<file path="config.mk">
export PLATFORM = sky130hd
export DESIGN_NAME = fp_pack_flat
export DESIGN_NICKNAME = d
export VERILOG_FILES = /design/src/rtl/fp_pack_if.sv /design/src/rtl/fp_pack.sv /design/src/flat_wrapper.sv
export SDC_FILE = /design/constraint.sdc
export NUM_CORES = 1
export LEC_CHECK = 0
export CAP_MARGIN = 5
export CELL_PAD_IN_SITES_DETAIL_PLACEMENT = 1
export CELL_PAD_IN_SITES_GLOBAL_PLACEMENT = 2
export CORE_MARGIN = 2
export CORE_UTILIZATION = 36
export DETAILED_ROUTE_END_ITERATION = 12
export GPL_TIMING_DRIVEN = 0
export HOLD_SLACK_MARGIN = 0.12
export PLACE_DENSITY = 0.76
export SETUP_SLACK_MARGIN = 0.2
export SLEW_MARGIN = 20
export SYNTH_ARGS = -nofsm -noshare
export SYNTH_HDL_FRONTEND = slang
export SYNTH_SLANG_ARGS = --single-unit
</file>
<file path="constraint.sdc">
create_clock -name fp_pack_i_clk -period 6.2 [get_ports fp_pack_i_clk]
set_clock_uncertainty 0.15 [all_clocks]
set_input_delay 0.62 -clock fp_pack_i_clk [delete_from_list [all_inputs] [get_ports fp_pack_i_clk]]
set_output_delay 0.62 -clock fp_pack_i_clk [all_outputs]
set_load 0.02 [all_outputs]
</file>
<file path="src/rtl/fp_pack_if.sv">
// Request/response bundle for fp_pack: the input handshake with the internal float operand,
// and the output handshake with the packed word and exception flags.
interface fp_pack_if;
    logic        fp_pack_i_valid;
    logic        fp_pack_o_ready;
    logic [64:0] fp_pack_i_result;
    logic [1:0]  fp_pack_i_grs;
    logic [9:0]  fp_pack_i_class;
    logic [1:0]  fp_pack_i_fmt;
    logic [2:0]  fp_pack_i_rm;
    logic        fp_pack_o_valid;
    logic        fp_pack_i_ready;
    logic [63:0] fp_pack_o_data;
    logic [4:0]  fp_pack_o_flags;

    modport master (
        output fp_pack_i_valid,
        input  fp_pack_o_ready,
        output fp_pack_i_result,
        output fp_pack_i_grs,
        output fp_pack_i_class,
        output fp_pack_i_fmt,
        output fp_pack_i_rm,
        input  fp_pack_o_valid,
        output fp_pack_i_ready,
        input  fp_pack_o_data,
        input  fp_pack_o_flags
    );

    modport slave (
        input  fp_pack_i_valid,
        output fp_pack_o_ready,
        input  fp_pack_i_result,
        input  fp_pack_i_grs,
        input  fp_pack_i_class,
        input  fp_pack_i_fmt,
        input  fp_pack_i_rm,
        output fp_pack_o_valid,
        input  fp_pack_i_ready,
        output fp_pack_o_data,
        output fp_pack_o_flags
    );
endinterface

</file>
<file path="src/rtl/fp_pack.sv">
// Multi-cycle IEEE-754 single/double packer and rounder with a one-bit-per-cycle denormalizer.
// Define FP_PACK_NANBOX_EN to drive o_data[63:32] all-ones (NaN-boxed) for single results.
module fp_pack (
    input logic      fp_pack_i_clk,
    input logic      fp_pack_i_rst_n,
    fp_pack_if.slave bus
);

    typedef enum logic [1:0] {IDLE, SHIFT, ROUND, OUT} state_t;

`ifdef FP_PACK_NANBOX_EN
    localparam logic [31:0] SGL_HI = 32'hFFFF_FFFF;
`else
    localparam logic [31:0] SGL_HI = 32'h0000_0000;
`endif

    localparam logic [2:0] RM_RTZ = 3'd1;
    localparam logic [2:0] RM_RDN = 3'd2;
    localparam logic [2:0] RM_RUP = 3'd3;
    localparam logic [2:0] RM_RMM = 3'd4;

    function automatic logic f_round_inc(input logic [2:0] rm, input logic sign,
                                         input logic lsb, input logic g, input logic s);
        logic inc;
        case (rm)
            RM_RTZ:  inc = 1'b0;
            RM_RDN:  inc = sign & (g | s);
            RM_RUP:  inc = ~sign & (g | s);
            RM_RMM:  inc = g;
            default: inc = g & (s | lsb);
        endcase
        return inc;
    endfunction

    // Overflow goes to infinity only when rounding away from zero in the result's direction.
    function automatic logic [63:0] f_ovf_result(input logic dbl, input logic [2:0] rm,
                                                 input logic sign);
        logic to_inf;
        case (rm)
            RM_RTZ:  to_inf = 1'b0;
            RM_RDN:  to_inf = sign;
            RM_RUP:  to_inf = ~sign;
            default: to_inf = 1'b1;
        endcase
        if (dbl)
            return to_inf ? {sign, 11'h7FF, 52'd0} : {sign, 11'h7FE, {52{1'b1}}};
        else
            return to_inf ? {SGL_HI, sign, 8'hFF, 23'd0} : {SGL_HI, sign, 8'hFE, {23{1'b1}}};
    endfunction

    state_t      r_state, w_state_nxt;
    logic        r_pend, w_pend_nxt;
    logic [63:0] r_data, w_data_nxt;
    logic [4:0]  r_flags, w_flags_nxt;

    logic [64:0] r_res;
    logic [1:0]  r_grs;
    logic        r_dbl;
    logic [2:0]  r_rm;
    logic        r_snan, r_nan, r_inf, r_zero, r_neg_sp;

    logic [52:0] r_sig, w_sig_nxt;
    logic        r_g, w_g_nxt;
    logic        r_s, w_s_nxt;
    logic        r_tiny, w_tiny_nxt;
    logic [5:0]  r_cnt, w_cnt_nxt;

    logic        w_accept;
    logic        w_sign;
    logic [11:0] w_exp;
    logic [51:0] w_frac;

    assign bus.fp_pack_o_ready = (r_state == IDLE) && !r_pend;
    assign bus.fp_pack_o_valid = (r_state == OUT);
    assign bus.fp_pack_o_data  = r_data;
    assign bus.fp_pack_o_flags = r_flags;

    assign w_accept = bus.fp_pack_i_valid && bus.fp_pack_o_ready;
    assign w_sign   = r_res[64];
    assign w_exp    = r_res[63:52];
    assign w_frac   = r_res[51:0];

    logic [52:0] w_sig_ld;
    logic        w_g_ld, w_s_ld, w_sub;
    logic [12:0] w_sub_dist;
    logic [5:0]  w_cnt_ld;

    // Single keeps 24 significand bits in the low end of the shared 53-bit register.
    always_comb begin
        if (r_dbl) begin
            w_sig_ld   = {1'b1, w_frac};
            w_g_ld     = r_grs[1];
            w_s_ld     = r_grs[0];
            w_sub      = (w_exp <= 12'h400);
            w_sub_dist = 13'h401 - {1'b0, w_exp};
            w_cnt_ld   = (w_sub_dist > 13'd54) ? 6'd54 : w_sub_dist[5:0];
        end else begin
            w_sig_ld   = {29'd0, 1'b1, w_frac[51:29]};
            w_g_ld     = w_frac[28];
            w_s_ld     = (|w_frac[27:0]) | r_grs[0] | r_grs[1];
            w_sub      = (w_exp <= 12'h780);
            w_sub_dist = 13'h781 - {1'b0, w_exp};
            w_cnt_ld   = (w_sub_dist > 13'd25) ? 6'd25 : w_sub_dist[5:0];
        end
    end

    logic        w_inc, w_carry, w_nx, w_ovf;
    logic [53:0] w_sum;
    logic [12:0] w_texp;
    logic [63:0] w_rnd_data;
    logic [4:0]  w_rnd_flags;

    // A denormalized significand that carries into the hidden bit yields exponent field 1.
    always_comb begin
        w_inc   = f_round_inc(r_rm, w_sign, r_sig[0], r_g, r_s);
        w_sum   = {1'b0, r_sig} + {53'd0, w_inc};
        w_nx    = r_g | r_s;
        w_carry = r_dbl ? w_sum[53] : w_sum[24];
        w_texp  = {1'b0, w_exp} - (r_dbl ? 13'h400 : 13'h780) + {12'd0, w_carry};
        w_ovf   = ~r_tiny & (r_dbl ? (w_texp >= 13'd2047) : (w_texp >= 13'd255));
        if (w_ovf) begin
            w_rnd_data  = f_ovf_result(r_dbl, r_rm, w_sign);
            w_rnd_flags = 5'b00101;
        end else begin
            if (r_dbl)
                w_rnd_data = {w_sign, (r_tiny ? {10'd0, w_sum[52]} : w_texp[10:0]), w_sum[51:0]};
            else
                w_rnd_data = {SGL_HI, w_sign, (r_tiny ? {7'd0, w_sum[23]} : w_texp[7:0]),
                              w_sum[22:0]};
            w_rnd_flags = {3'b000, r_tiny & w_nx, w_nx};
        end
    end

    always_comb begin
        w_state_nxt = r_state;
        w_pend_nxt  = r_pend;
        w_data_nxt  = r_data;
        w_flags_nxt = r_flags;
        w_sig_nxt   = r_sig;
        w_g_nxt     = r_g;
        w_s_nxt     = r_s;
        w_tiny_nxt  = r_tiny;
        w_cnt_nxt   = r_cnt;
        case (r_state)
            IDLE: begin
                if (r_pend) begin
                    w_pend_nxt = 1'b0;
                    if (r_nan) begin
                        w_data_nxt  = r_dbl ? 64'h7FF8_0000_0000_0000 : {SGL_HI, 32'h7FC0_0000};
                        w_flags_nxt = {r_snan, 4'b0000};
                        w_state_nxt = OUT;
                    end else if (r_inf) begin
                        w_data_nxt  = r_dbl ? {r_neg_sp, 11'h7FF, 52'd0}
                                            : {SGL_HI, r_neg_sp, 8'hFF, 23'd0};
                        w_flags_nxt = 5'd0;
                        w_state_nxt = OUT;
                    end else if (r_zero) begin
                        w_data_nxt  = r_dbl ? {r_neg_sp, 63'd0} : {SGL_HI, r_neg_sp, 31'd0};
                        w_flags_nxt = 5'd0;
                        w_state_nxt = OUT;
                    end else begin
                        w_sig_nxt   = w_sig_ld;
                        w_g_nxt     = w_g_ld;
                        w_s_nxt     = w_s_ld;
                        w_tiny_nxt  = w_sub;
                        w_cnt_nxt   = w_cnt_ld;
                        w_state_nxt = w_sub ? SHIFT : ROUND;
                    end
                end else if (w_accept) begin
                    w_pend_nxt = 1'b1;
                end
            end
            SHIFT: begin
                w_s_nxt   = r_s | r_g;
                w_g_nxt   = r_sig[0];
                w_sig_nxt = {1'b0, r_sig[52:1]};
                w_cnt_nxt = r_cnt - 6'd1;
                if (r_cnt == 6'd1)
                    w_state_nxt = ROUND;
            end
            ROUND: begin
                w_data_nxt  = w_rnd_data;
                w_flags_nxt = w_rnd_flags;
                w_state_nxt = OUT;
            end
            OUT: begin
                if (bus.fp_pack_i_ready)
                    w_state_nxt = IDLE;
            end
            default: w_state_nxt = IDLE;
        endcase
    end

    always_ff @(posedge fp_pack_i_clk or negedge fp_pack_i_rst_n) begin
        if (!fp_pack_i_rst_n) begin
            r_state <= IDLE;
            r_pend  <= 1'b0;
            r_data  <= 64'd0;
            r_flags <= 5'd0;
        end else begin
            r_state <= w_state_nxt;
            r_pend  <= w_pend_nxt;
            r_data  <= w_data_nxt;
            r_flags <= w_flags_nxt;
        end
    end

    always_ff @(posedge fp_pack_i_clk) begin
        if (w_accept) begin
            r_res    <= bus.fp_pack_i_result;
            r_grs    <= bus.fp_pack_i_grs;
            r_dbl    <= |bus.fp_pack_i_fmt;
            r_rm     <= bus.fp_pack_i_rm;
            r_snan   <= bus.fp_pack_i_class[8];
            r_nan    <= bus.fp_pack_i_class[8] | bus.fp_pack_i_class[9];
            r_inf    <= bus.fp_pack_i_class[0] | bus.fp_pack_i_class[7];
            r_zero   <= bus.fp_pack_i_class[3] | bus.fp_pack_i_class[4];
            r_neg_sp <= bus.fp_pack_i_class[0] | bus.fp_pack_i_class[3];
        end
        r_sig  <= w_sig_nxt;
        r_g    <= w_g_nxt;
        r_s    <= w_s_nxt;
        r_tiny <= w_tiny_nxt;
        r_cnt  <= w_cnt_nxt;
    end

endmodule

</file>
<file path="src/flat_wrapper.sv">
// flat-port wrapper written by rule: the top's interface ports become plain ports
module fp_pack_flat 
  (fp_pack_i_clk, fp_pack_i_rst_n, bus_fp_pack_i_valid, bus_fp_pack_o_ready, bus_fp_pack_i_result, bus_fp_pack_i_grs, bus_fp_pack_i_class, bus_fp_pack_i_fmt, bus_fp_pack_i_rm, bus_fp_pack_o_valid, bus_fp_pack_i_ready, bus_fp_pack_o_data, bus_fp_pack_o_flags);
  fp_pack_if bus_i ();
  input logic fp_pack_i_clk;
  input logic fp_pack_i_rst_n;
  input wire logic [$bits(bus_i.fp_pack_i_valid)-1:0] bus_fp_pack_i_valid;
  output wire logic [$bits(bus_i.fp_pack_o_ready)-1:0] bus_fp_pack_o_ready;
  input wire logic [$bits(bus_i.fp_pack_i_result)-1:0] bus_fp_pack_i_result;
  input wire logic [$bits(bus_i.fp_pack_i_grs)-1:0] bus_fp_pack_i_grs;
  input wire logic [$bits(bus_i.fp_pack_i_class)-1:0] bus_fp_pack_i_class;
  input wire logic [$bits(bus_i.fp_pack_i_fmt)-1:0] bus_fp_pack_i_fmt;
  input wire logic [$bits(bus_i.fp_pack_i_rm)-1:0] bus_fp_pack_i_rm;
  output wire logic [$bits(bus_i.fp_pack_o_valid)-1:0] bus_fp_pack_o_valid;
  input wire logic [$bits(bus_i.fp_pack_i_ready)-1:0] bus_fp_pack_i_ready;
  output wire logic [$bits(bus_i.fp_pack_o_data)-1:0] bus_fp_pack_o_data;
  output wire logic [$bits(bus_i.fp_pack_o_flags)-1:0] bus_fp_pack_o_flags;
  assign bus_i.fp_pack_i_valid = bus_fp_pack_i_valid;
  assign bus_fp_pack_o_ready = bus_i.fp_pack_o_ready;
  assign bus_i.fp_pack_i_result = bus_fp_pack_i_result;
  assign bus_i.fp_pack_i_grs = bus_fp_pack_i_grs;
  assign bus_i.fp_pack_i_class = bus_fp_pack_i_class;
  assign bus_i.fp_pack_i_fmt = bus_fp_pack_i_fmt;
  assign bus_i.fp_pack_i_rm = bus_fp_pack_i_rm;
  assign bus_fp_pack_o_valid = bus_i.fp_pack_o_valid;
  assign bus_i.fp_pack_i_ready = bus_fp_pack_i_ready;
  assign bus_fp_pack_o_data = bus_i.fp_pack_o_data;
  assign bus_fp_pack_o_flags = bus_i.fp_pack_o_flags;
  fp_pack u_core (.fp_pack_i_clk(fp_pack_i_clk), .fp_pack_i_rst_n(fp_pack_i_rst_n), .bus(bus_i));
endmodule
</file>
After elaboration in Yosys (flattened, before gate mapping). Cells that the tools add are included. W data, S select, Z words.

Multiplexer cells: 64. Reduce and logical (&&, ||, !) cells: 12. Eq/ne operators: 15. $lt $le $gt $ge: 6. Bitwise logic cells: 18. Add/sub/neg operators: 6.

Operator list (number): $mux W64 (9); $mux W53 (6); $pmux W64 S2 (1); $pmux W53 S2 (1); $mux W63 (1); $add A53 B1 Y54 (1); $mux W6 (7); $reduce_or A28 Y1 (1); $sub A11 B12 Y13 const A (2); $le A12 B11 Y1 const B (2); $mux W24 (1); $mux W5 (4); $mux W1 (16); $mux W2 (7); $add A13 B1 Y13 (1); $ge A13 B11 Y1 const B (1); $ge A13 B8 Y1 const B (1); $gt A13 B5 Y1 const B (1); $gt A13 B6 Y1 const B (1); $sub A12 B13 Y13 (1); $pmux W6 S2 (1); $mux W11 (1); $mux W10 (1); $pmux W5 S2 (1); other kinds (26) (52).

Register bits after elaboration: 210. Word-level logic and storage cells: 139. Output and inout port bits: 71.

Longest topological paths before layout.
Depth in word-level cells: 14. Mapped depth: 26. Depth with buffers taken out: 24.

Least setup slack after synthesis. OpenSTA, ideal clock, no wires.

Kind: register -> register. From: register u_core.r_rm[0]. To: register u_core.r_data[22] (netlist: u_core.bus.fp_pack_o_data[22]). Stages on the path, launching flop included: 26. Slack: 1.241 ns. Required time: 5.927 ns. Data arrival time: 4.686 ns. Clock period less this slack: 4.959 ns. Cell sequence: edfxtp_1 xnor2_1 nor3b_1 a21oi_1 nor2_1 ha_1 ha_1 and4_1 buf_2 nand3_1 xnor2_1 inv_1 o22ai_1 ha_1 inv_1 ha_1 o21bai_1 nand3_1 and2_4 o311a_4 or3_1 o21a_4 a21oi_4 a21bo_4 buf_12 o21ai_2.

Cells in the longest elaborated chain, start to end: 10. Elaborated cells between the ends (all ways): 20. Those cells by class: add/sub: 2; order compare: 2; eq/ne: 4; mux: 11; bitwise: 1.

Ends and longest elaborated chain: from (decl) (line fp_pack.sv:59) `logic [2:0] r_rm;`; from (signal assigned) (line fp_pack.sv:213) `r_rm <= bus.fp_pack_i_rm;`; $eq A3 B3 Y1, or another cell as far along (line fp_pack.sv:25) `case (rm)`; $pmux W1 S4 (line fp_pack.sv:25); $add A53 B1 Y54 (line fp_pack.sv:116) `w_sum = {1'b0, r_sig} + {53'd0, w_inc};`; $mux W1 (line fp_pack.sv:118) `w_carry = r_dbl ? w_sum[53] : w_sum[24];`; $add A13 B1 Y13 (line fp_pack.sv:119) `w_texp = {1'b0, w_exp} - (r_dbl ? 13'h400 : 13'h780) + {12'd0, w_carry};`; $ge A13 B8 Y1 / $ge A13 B11 Y1 (equally long branches) (line fp_pack.sv:120) `w_ovf = ~r_tiny & (r_dbl ? (w_texp >= 13'd2047) : (w_texp >= 13'd255));`; $mux W1 (line fp_pack.sv:120); $and A1 B1 Y1 (line fp_pack.sv:120); $mux W64 * (line fp_pack.sv:121) `if (w_ovf) begin`; $pmux W64 S2 * (line fp_pack.sv:144) `case (r_state)`; to (signal assigned) (line fp_pack.sv:203) `r_data <= w_data_nxt;`; to (decl) (line fp_pack.sv:53) `logic [63:0] r_data, w_data_nxt;`.

Mark *: on every way between the ends. The rest lies on a longest branch, timed or not. The select of a mux whose other input is x is not followed. A chain may end at the register's enable or synchronous reset.

Worst setup path in the final report.
From: register u_core.r_rm[0]. To: register u_core.r_data[43] (netlist: u_core.bus.fp_pack_o_data[43]).

Same word-level chain as after synthesis.

==> impl_metrics.ini <==
[yosys]
synth_area_um2 = 10700
async_flop_share = 0.340
yosysMostFrequentCell = edfxtp_1
ys_warn_count = 0
synth_edf_count = 138
syn_avg_cell_area_um2 = 11.2
syn_nets = 1072
synth.ff_latch_count = 209
ys_seq_area_frac = 0.554
synth.distinct_cells = 73
synth_cells = 953
ys_top_cells_by_count = 138 x edfxtp_1, 116 x nand2_1, 77 x nor2_1
synth_top_area_share = 0.388
synth-main-ff-cell = edfxtp_1
synth_area_leader_cell = edfxtp_1
synth.area.top_cells = edfxtp_1 39%, dfrtp_1 17%, nand2_1 4.1%, ha_1 3.9%, xnor2_1 3.6%

[pwr]
netSwitchingFraction = 0.387
total_leakage_power_nw = 5.11
p_comb_frac = 0.406
vdd_ir_drop_max_mv = 0.235
power_switching_mw = 2.49
clkPwrFrac = 0.212
p_int_mw = 3.94
p_seq_frac = 0.382
p_per_area_nw_per_um2 = 472

[placed_design]
io_buffers = 151
pre_cts_ws_ns = -0.0145
place_area_um2 = 12800
dp_hpwl_mm = 23.9
gp_congestion = 0.809

[sta]
tightestPinTransition_ns = 0.981
hold_viol_final = 0
period_needed_ns = 5.55
finalCritPeriodShare = 0.895
relSlewSlack = 0.340
rsz0062_at_grt = false
setup_slack_ns = 0.650
report.final.slew_viol_count = 0
fin_setup_tns_ns = 0
setup_violations = 0
fmax_mhz = 180

[critical_path]
crit_top_cell = ha_1
r2r-end = u_core.bus.fp_pack_o_data[43]
cp.arrival_ns = 5.83
cp-end-kind = register
required_ns = 6.48
cp_num_buf_inv = 4
cp_max_fo = 10
worst_setup_path_start_kind = register
path_class = register to register
slowest_stage = edfxtp_1
r2r_slack_ns = 0.65
r2r_cells = 25
r2r-start = u_core.r_rm[0]
crit_family = simple AND/OR/NAND/NOR gates
critPathMaxStageDelay_ns = 0.44

[route]
avgRoutedWirePerCell_um = 20.1
drt_first_pass_iters = 5
drt-total-wl_mm = 31.1
final_antenna_net_count = 0
viasPerCell = 5.22
drcViolationCount = 0
via_count = 8072
first_iter_violations = 586

[hold_path]
holdCritPathClass = register to register
min_to = u_core.bus.fp_pack_o_flags[4]
min_path_cells = 2
hp-start = u_core.bus.fp_pack_o_flags[4]

[global_route]
grt_antenna_before_repair = 0
grt_pass1_vias = 8100
grt_max_degree = 62
grt_use_total = 0.200
grt_pass1_wl_mm = 48.1
grt_overflow_total = 0

[finish]
design_area_um2 = 13600
num-nets-final = 1257
drive_above_1_share = 0.0944
syn_to_final_growth_pct = 27.6
fillers = 3213
n_antenna_cell = 0

[floorplan]
floorplan.initialDensity = 0.363
core_um2 = 29400
dieArea_um2 = 31100
rows = 63
die_width_um = 176
pin_count = 157
die_y_um = 176

[clock_tree]
cts_sinks = 209
numCtsBuffers = 24
cts_buffer_depth = 3
worst_skew_pair.late_latency_ns = 0.52
root_buffer = clkbuf_16
cts.reportedPaths.clkPinSlew_ns = 0.06
cts_max_level = 1
cts_tree = built

[outcome]
status = complete, no violations

[job]
maxCapViolations = 0
-- per-layer routing --
layer | vias up | track usage | routed length [µm] | part of all wire
li1 | 3883 | - | - | -
met1 | 3985 | 0.314 | 16100 | 0.52
met2 | 178 | 0.299 | 13300 | 0.43
met3 | 26 | 0.0233 | 1230 | 0.040
met4 | 0 | 0.0337 | 433 | 0.014
met5 | - | 0 | 0 | 0
-- power by group through the flow --
stage	clock network (mW)	registers [mW]	logic, mW
floorplan	0	2.54	1.42
global placement	0	2.49	2.51
detailed placement	0	2.47	2.59
CTS	1.40	2.45	2.62
global route	1.45	2.50	2.88
finish	1.36	2.45	2.61
-- worst max path at each step --
stage          cells after the start             start                            end
2_1_floorplan                     25    u_core.r_rm[0]  u_core.bus.fp_pack_o_data[22]
3_3_place_gp                      25    u_core.r_rm[0]  u_core.bus.fp_pack_o_data[28]
3_5_place_dp                      25    u_core.r_rm[0]  u_core.bus.fp_pack_o_data[28]
4_1_cts                           25    u_core.r_rm[0]  u_core.bus.fp_pack_o_data[43]
5_1_grt                           25  u_core.r_res[64]  u_core.bus.fp_pack_o_data[30]
6_report                          25    u_core.r_rm[0]  u_core.bus.fp_pack_o_data[43]
-- cell usage in the layout (no fill, tap or decap), types with 20 or more instances in the layout --
master	instances
a21oi_1	28
xnor2_1	43
nand3_1	26
nor2_1	77
o21ai_0	54
o211ai_1	23
o21ai_2	20
a22o_1	30
clkbuf_16	24
clkdlybuf4s50_1	150
dfrtp_1	71
inv_1	26
nand2_1	116
ha_1	32
mux2i_1	26
clkbuf_1	35
edfxtp_1	138
-- cells by family after synthesis --
group                      Yosys count  share of synthesized area
buffers and inverters               71                     0.0314
AOI/OAI and AO/OA                  223                      0.152
DFF                                209                      0.554
muxes                               26                     0.0244
other                                1                   0.000351
xor gates and xnor gates            62                     0.0508
and+or+nand+nor                    328                      0.148
adders and majority gates           33                     0.0387
-- worst reg2reg max path: cells and delay by family (launching register included) --
kind	cells	cell delay (ns)
buffers and inverters	4	0.52
xor gates and xnor gates	2	0.38
DFF	1	0.44
adders and majority gates	4	0.86
AOI/OAI and AO/OA	7	1.54
and+or+nand+nor	8	1.57
-- registers in the layout, summed over array words and instances (netlist names), 2 cells and up --
register                    count
u_core.r_res                   65
u_core.r_rm                     3
u_core.r_sig                   53
u_core.bus.fp_pack_o_data      64
u_core.r_grs                    2
u_core.r_cnt                    6
u_core.r_state                  2
u_core.bus.fp_pack_o_flags      4
-- through the flow --
stage / power [mW] / hold WS (ns) / util / instances
4_1_cts: 6.47 / 0.323 / 0.461 / 1542
5_1_grt: 6.83 / 0.353 / 0.463 / 1545
2_1_floorplan: 3.97 / 0.174 / - / 953
3_3_place_gp: 5.00 / 0.306 / 0.431 / 1494
3_5_place_dp: 5.07 / 0.310 / 0.434 / 1497
6_report: 6.42 / 0.316 / 0.463 / 1545
-- what timing repair did --
action | CTS | global route
hold buffers | 1 | 0
hold endpoints to repair | 25 | 0
buffers inserted | 1 | 3
endpoints found under the setup margin | 38 | 61
gates resized for setup | 6 | 10
pin swaps | 1 | 3
-- area by class of cell --
cell class | count | area, µm² | share of cell area
clock inverter | 16 | 136 | 0.0100
tap | 390 | 488 | 0.0358
multi-input combinational | 673 | 4500 | 0.330
timing repair buffer | 159 | 1630 | 0.120
inverter | 27 | 101 | 0.00744
sequential | 209 | 5920 | 0.435
clock buffer | 27 | 612 | 0.0449
buffer | 44 | 235 | 0.0173
No activity file was read; power rests on OpenSTA's default activity.
